**config.mk**
```make
export PLATFORM = sky130hd
export DESIGN_NAME = fifo_reader
export DESIGN_NICKNAME = d
export VERILOG_FILES = /design/src/rtl/fifo_reader_pkg.sv /design/src/rtl/fifo_reader_wrap_counter.sv /design/src/rtl/fifo_reader.sv
export SDC_FILE = /design/constraint.sdc
export NUM_CORES = 1
export LEC_CHECK = 0
export BUFFER_PORTS_ARGS = -buffer_cell sky130_fd_sc_hd__buf_2
export CAP_MARGIN = 20
export CORE_AREA = 2 2 39 41
export DETAILED_ROUTE_END_ITERATION = 8
export DIE_AREA = 0 0 41 43
export PLACE_DENSITY = 0.69
export SLEW_MARGIN = 20
export SYNTH_ARGS = -nofsm -noshare
export SYNTH_HDL_FRONTEND = slang
export SYNTH_SLANG_ARGS = --single-unit
```
**constraint.sdc**
```tcl
create_clock -name clk -period 1.55 [get_ports clk]
set_input_delay 0.0775 -clock clk [delete_from_list [all_inputs] [get_ports clk]]
set_output_delay 0.0775 -clock clk [all_outputs]
set_load 0.01 [all_outputs]
```
**src/rtl/fifo_reader_pkg.sv**
```systemverilog
// rtl/fifo_reader_pkg.sv - shared types and widths for the fifo_reader block
package fifo_reader_pkg;

   localparam int DATA_W = 8;
   localparam int CNT_W  = 16;

   typedef enum logic [1:0] {
      IDLE    = 2'd0,
      READ    = 2'd1,
      LATCH   = 2'd2,
      PRESENT = 2'd3
   } state_t;

endpackage

```
**src/rtl/fifo_reader_wrap_counter.sv**
```systemverilog
// rtl/fifo_reader_wrap_counter.sv - W-bit enable-increment counter, wraps to zero
// Asynchronous active-high clear.
module wrap_counter
   import fifo_reader_pkg::*;
#(
   parameter int W = CNT_W
) (
   input  logic         clk,
   input  logic         rst,
   input  logic         inc,
   output logic [W-1:0] count
);

   logic [W-1:0] count_q;
   logic [W-1:0] count_d;

   always_comb begin
      count_d = count_q;
      if (inc) begin
         count_d = count_q + 1'b1;
      end
   end

   always_ff @(posedge clk or posedge rst) begin
      if (rst) begin
         count_q <= '0;
      end else begin
         count_q <= count_d;
      end
   end

   assign count = count_q;

endmodule

```
**src/rtl/fifo_reader.sv**
```systemverilog
// rtl/fifo_reader.sv - pops one FIFO word at a time and presents it on a valid/ready stream
// Optional macro FIFO_READER_CNT_EN adds the byte_count handshake counter.
module fifo_reader
   import fifo_reader_pkg::*;
(
   input  logic              clk,
   input  logic              rst,
   input  logic              en,
   input  logic              fifo_empty,
   output logic              fifo_rd_en,
   input  logic [DATA_W-1:0] fifo_data,
   output logic              m_valid,
   output logic [DATA_W-1:0] m_data,
   input  logic              m_ready,
   output logic              busy
`ifdef FIFO_READER_CNT_EN
   ,
   output logic [CNT_W-1:0]  byte_count
`endif
);

   state_t            state_q, state_d;
   logic              rd_en_q, rd_en_d;
   logic              valid_q, valid_d;
   logic [DATA_W-1:0] data_q,  data_d;

   always_comb begin
      state_d = state_q;
      rd_en_d = 1'b0;
      valid_d = valid_q;
      data_d  = data_q;
      case (state_q)
         IDLE: begin
            if (en && !fifo_empty) begin
               state_d = READ;
               rd_en_d = 1'b1;
            end
         end
         // The FIFO samples the strobe at the end of READ; its word appears during LATCH.
         READ: begin
            state_d = LATCH;
         end
         LATCH: begin
            data_d  = fifo_data;
            valid_d = 1'b1;
            state_d = PRESENT;
         end
         PRESENT: begin
            if (m_ready) begin
               valid_d = 1'b0;
               state_d = IDLE;
            end
         end
         default: begin
            state_d = IDLE;
         end
      endcase
   end

   always_ff @(posedge clk or posedge rst) begin
      if (rst) begin
         state_q <= IDLE;
         rd_en_q <= 1'b0;
         valid_q <= 1'b0;
         data_q  <= '0;
      end else begin
         state_q <= state_d;
         rd_en_q <= rd_en_d;
         valid_q <= valid_d;
         data_q  <= data_d;
      end
   end

   assign fifo_rd_en = rd_en_q;
   assign m_valid    = valid_q;
   assign m_data     = data_q;
   assign busy       = (state_q != IDLE);

`ifdef FIFO_READER_CNT_EN
   logic handshake;
   assign handshake = valid_q && m_ready;

   wrap_counter #(.W(CNT_W)) u_cnt (
      .clk   (clk),
      .rst   (rst),
      .inc   (handshake),
      .count (byte_count)
   );
`endif

endmodule

```
---- Yosys cells after proc, flatten, opt, wreduce, memory -nomap -nowiden ----
Cells that the tools add are included.
storage, ports and cells
  register bits ........................... 12
  output and inout port bits .............. 11
  word-level logic and storage cells ...... 23
operators by class
  equal/unequal tests ..................... 5
  mux-type cells .......................... 7
  reductions and logical operators ........ 7
operators by type and width
  kind                                            number
  one-hot mux 2 bit (4 select lines)              1
  == test 2 bit (second input constant)           2
  2-to-1 mux 2 bit                                2
  inequality test 2 bit (second input constant)   2
  AND reduction 2 bit                             2
  nonzero test 2 bit                              2
  2-to-1 mux 1 bit                                3
  == test 2 x 1 -> 1 bit (second input constant)  1
  zero test 2 bit                                 1
  one-hot mux 1 bit (2 select lines)              1
  logical AND 1 bit                               1
  zero test 1 bit                                 1

---- Depth between registers and ports, before layout ----
  word-level depth ........................ 4
  mapped depth ............................ 5
  mapped depth without buffers ............ 4

---- Worst setup path before layout ----
Ideal clock, no wire load.
  kind .................................... reg-to-reg
  start ................................... reg state_q[1]
  end ..................................... reg state_q[1]
  library setup time ...................... 125 ps
  arrival ................................. 1143 ps
  slack ................................... 282 ps
  cell stages (with the launch flop) ...... 5
  buffers on the path ..................... 0
  clock period less this slack ............ 1268 ps
  cell sequence ........................... dfrtp_1 > ha_1 > nor2b_4 > a21oi_2 > mux2_4
between the ends
  word-level cells in the longest chain between the ends .. 3
RTL lines
  element                                                  line               source
  from (decl)                                              fifo_reader.sv:22  state_t state_q, state_d;
  from (signal assigned)                                   fifo_reader.sv:67  state_q <= state_d;
  == test 2 bit / zero test 2 bit (equally long branches)  fifo_reader.sv:32  case (state_q)
  inequality test 2 bit (no line)                          --
  AND reduction 2 bit (no line)                            --
Parallel ways exist; a longest one is shown, timed or not.
A chain may end at the register's enable or synchronous reset.

---- Worst setup path after layout ----
  start ................................... reg state_q[0]
  end ..................................... reg data_q[7], in the netlist m_data[7]
between the ends
  word-level cells in the longest chain between the ends .. 1
RTL lines
  element               line               source
  == test 2 bit         fifo_reader.sv:32
  to (signal assigned)  fifo_reader.sv:70  data_q <= data_d;
  to (decl)             fifo_reader.sv:25  logic [DATA_W-1:0] data_q, data_d;
No other way between the ends.

==> parameters.txt <==
Parameter                              Value

Layout
  Proportion of layout cells with a drive suffix above 1    60.9%
  Area overhead of the layout relative to synthesis    32.3%
  Antenna diode count    0
  Number of standard cells in the layout, taps in and fillers out    80
  Nets@finish    81
  Final core occ    50.4%

Pwr
  Internal power    0.984 mW
  Sequential group share of total power    37.2%
  Logic pwr share    46.1%
  Part of the power in the clock network    16.6%
  Peak ir drop on the vdd network    0.991 mV
  Reported net switching power    0.466 mW
  Total power per unit cell area    2080 nW/um^2
  Switching share of power    32.1%
  Standby leakage power    0.358 nW

Synth
  Fraction of the mapped netlist area in compound gates    5.70%
  Number of distinct library cells after synthesis    12
  Top area cells in the synthesized netlist    sky130_fd_sc_hd__dfrtp_1 57%, sky130_fd_sc_hd__mux2_2 17%, sky130_fd_sc_hd__ha_1 7.1%
  Synthesized area    527 sq um
  Mapped Nets    53
  Post-synthesis mux area share    20.0%
  Post-Synth Adder-Cell Area    7.13%
  Syn_area_per_cell    14.2 sq um
  Main combinational cell family by area after synthesis    multiplexers
  Register bit count reported by yosys    12
  Number of warning messages in the yosys log    0
  Cell accounting for the most synthesized area    sky130_fd_sc_hd__dfrtp_1
  Parity-gate share of the synthesized area counting xor and xnor cells    0%
  Proportion of netlist area held by the largest area contributor    57.0%
  Post-Synth Simple-Gate Area    4.51%
  Sequential cell area fraction in the yosys report    57.0%
  Synthesized netlist cell count    37

Timing
  RSZ-0062 raised after global routing    false
  Final Slew Violations    0
  Final setup violation count    0
  Slew of the pin with the lowest slew margin    0.456 ns
  Worst setup margin    0.141 ns
  Max Freq    710 MHz
  Final hold violation count    0
  Relative max-transition margin    69.6%
  Total negative slack for setup checks    0 ns
  Skew final    0.000562 ns
  Period utilization    90.9%
  Final critical delay including setup and external delays    1.41 ns

Routing
  Count of TritonRoute iterations in the first routing pass    2
  Antenna Violating Nets Remaining    0
  Drt wl/cell    10.8 microns
  Via density per instance    4.55
  Count of vias placed by the detailed router    364
  Sum of routed wire length over all layers    866 microns
  DR DRC count    0
  Initial drt markers    2

Status
  Run status    completed

Place
  Port buffer count    23
  Global placement routability congestion    0.730
  Post-place setup slack    0.136 ns
  Detailed Place HPWL    674 microns
  Cell Count Post-Placement    75

Clock network
  Buffer cell driving the clock tree root    sky130_fd_sc_hd__clkbuf_4
  # Post-CTS Setup Buffers    0
  Number of clock buffers inserted by TritonCTS    3
  Clock H-tree levels    1
  Clock transition at the registers of the reported paths    0.07 ns
  Clock latency reported for the late side of the worst-skew pair    0.27 ns
  Count of instances resized after the clock tree is built    0
  TritonCTS clock tree    done
  CTS Hold Bufs    1
  Clock sink total    12
  Deepest clock path buffer count    2

Worst setup path
  Reg2Reg Launch Point    state_q[0]
  Critical path data arrival time    1.56 ns
  Origin of the worst setup path    state_q[0]
  Kind of cell adding the most delay to the critical path    adder cells
  Max stage delay cell, worst path    sky130_fd_sc_hd__ha_1
  Logic depth of the worst register-to-register path    3
  Kind of launch point of the worst setup path    register
  R2r endpoint    m_data[7]
  Cell chain of the critical path    inv_1 > ha_1 > mux2_2
  Critical path's largest stage delay    0.42 ns
  Total stage count of the critical path    3
  Peak fanout along the critical path    10
  WP data required    1.71 ns
  Critical path start-end classification    reg -> reg
  Worst-case register-to-register setup slack    0.14 ns
  CP endpoint kind    register
  Number of buffers and inverters on the critical path    1

Die
  Die outline height    43 microns
  # IOs    24
  Std-Cell Rows    14
  Horizontal extent of the die    41 microns
  Effective utilization at floorplan    38.1%
  Area of the placeable core    1380 sq um
  Floorplan die area    1760 sq um

Hold path
  Cell depth of the worst hold path    2
  Tightest Hold Check Type    in -> reg
  Endpoint of the worst hold-timing path    m_valid
  Min-delay src    m_ready

Job
  Number of max-capacitance violations reported    0

Global route
  Initial antenna violation count    0
  Global-route wire length before repair    1.45 mm
  GRT Resource Usage Total    12.6%
  Total congestion overflow    0
  Pin count of the biggest net entering global routing    13
  Number of global-route vias before repair    364
==> power groups by stage <==
| stage | Combinational, mW | Sequential (mW) | Clock (mW) |
|---|---|---|---|
| 2_1_floorplan | 0.427 | 0.612 | 0 |
| 4_1_cts | 0.681 | 0.543 | 0.253 |
| 5_1_grt | 0.749 | 0.562 | 0.258 |
| 3_3_place_gp | 0.662 | 0.548 | 0 |
| 6_report | 0.669 | 0.540 | 0.241 |
| 3_5_place_dp | 0.677 | 0.550 | 0 |
==> cell usage in the layout, fill, tap and decap left out, types with 2 or more instances in the layout <==
cell / Yosys / layout
sky130_fd_sc_hd__dfrtp_1: 12 / 12
sky130_fd_sc_hd__a21oi_1: 2 / 2
sky130_fd_sc_hd__mux2_2: 8 / 8
sky130_fd_sc_hd__buf_2: 0 / 23
sky130_fd_sc_hd__ha_1: 3 / 3
sky130_fd_sc_hd__inv_1: 5 / 5
sky130_fd_sc_hd__clkbuf_4: 0 / 3
==> synth_stat cells <==
master and n:
sky130_fd_sc_hd__dfrtp_1 12, sky130_fd_sc_hd__mux2_2 8, sky130_fd_sc_hd__inv_1 5, sky130_fd_sc_hd__ha_1 3, sky130_fd_sc_hd__a21oi_1 2, sky130_fd_sc_hd__a21oi_2 1, sky130_fd_sc_hd__buf_6 1, sky130_fd_sc_hd__mux2_4 1
sky130_fd_sc_hd__nand2b_1 1, sky130_fd_sc_hd__nor2_1 1, sky130_fd_sc_hd__nor2b_4 1, sky130_fd_sc_hd__o32a_2 1
==> layout make-up <==
cell class              instances  area [sq um]
flip-flops and latches         12           300
multi-input cells              19           196
fillers                       134           687
repair buffers                 24           125
well taps                      16          20.0
clock buffers                   4          36.3
inverters                       5          18.8
==> sequential cells by signal, summed over array words and instances, names as in the netlist <==
name and flops:
fifo_rd_en 1, m_data 8, m_valid 1, state_q 2
==> worst max path at each step <==
stage,endpoint,slack [ns]
4_1_cts,m_data[0],0.13
2_1_floorplan,state_q[1],0.28
3_3_place_gp,m_data[2],0.18
5_1_grt,m_data[6],0.05
6_report,m_data[7],0.14
3_5_place_dp,m_data[0],0.14
==> worst register-to-register path: cells and delay by family, from the launching register on <==
| kind | cells | cell delay [ns] |
|---|---|---|
| flops | 1 | 0.40 |
| mux | 1 | 0.39 |
| buf+inv | 1 | 0.09 |
| fa+ha+maj | 1 | 0.42 |
==> per-layer routing <==
metal,GRT usage [%],up-vias,part of all wire (%)
li1,-,177,-
met1,14.9,167,45
met2,17.8,18,45
met3,5.24,2,8.7
met4,8.00,0,1.5
met5,0,-,0
==> stage by stage <==
stage | hold slack, ns | area (sq um) | power, mW
CTS | 0.0151 | 697 | 1.48
global placement | 0.112 | 651 | 1.21
finish | 0.0261 | 697 | 1.45
global route | 0.0257 | 697 | 1.57
detailed placement | 0.113 | 651 | 1.23
floorplan | -0.0578 | 527 | 1.04
==> cell families after synthesis <==
| group | count (synthesis) |
|---|---|
| AOI/OAI and AO/OA | 4 |
| adders and majority gates | 3 |
| buffers and inverters | 6 |
| DFF | 12 |
| muxes | 9 |
| and+or+nand+nor | 3 |
Power figures use the tool's default switching activity.
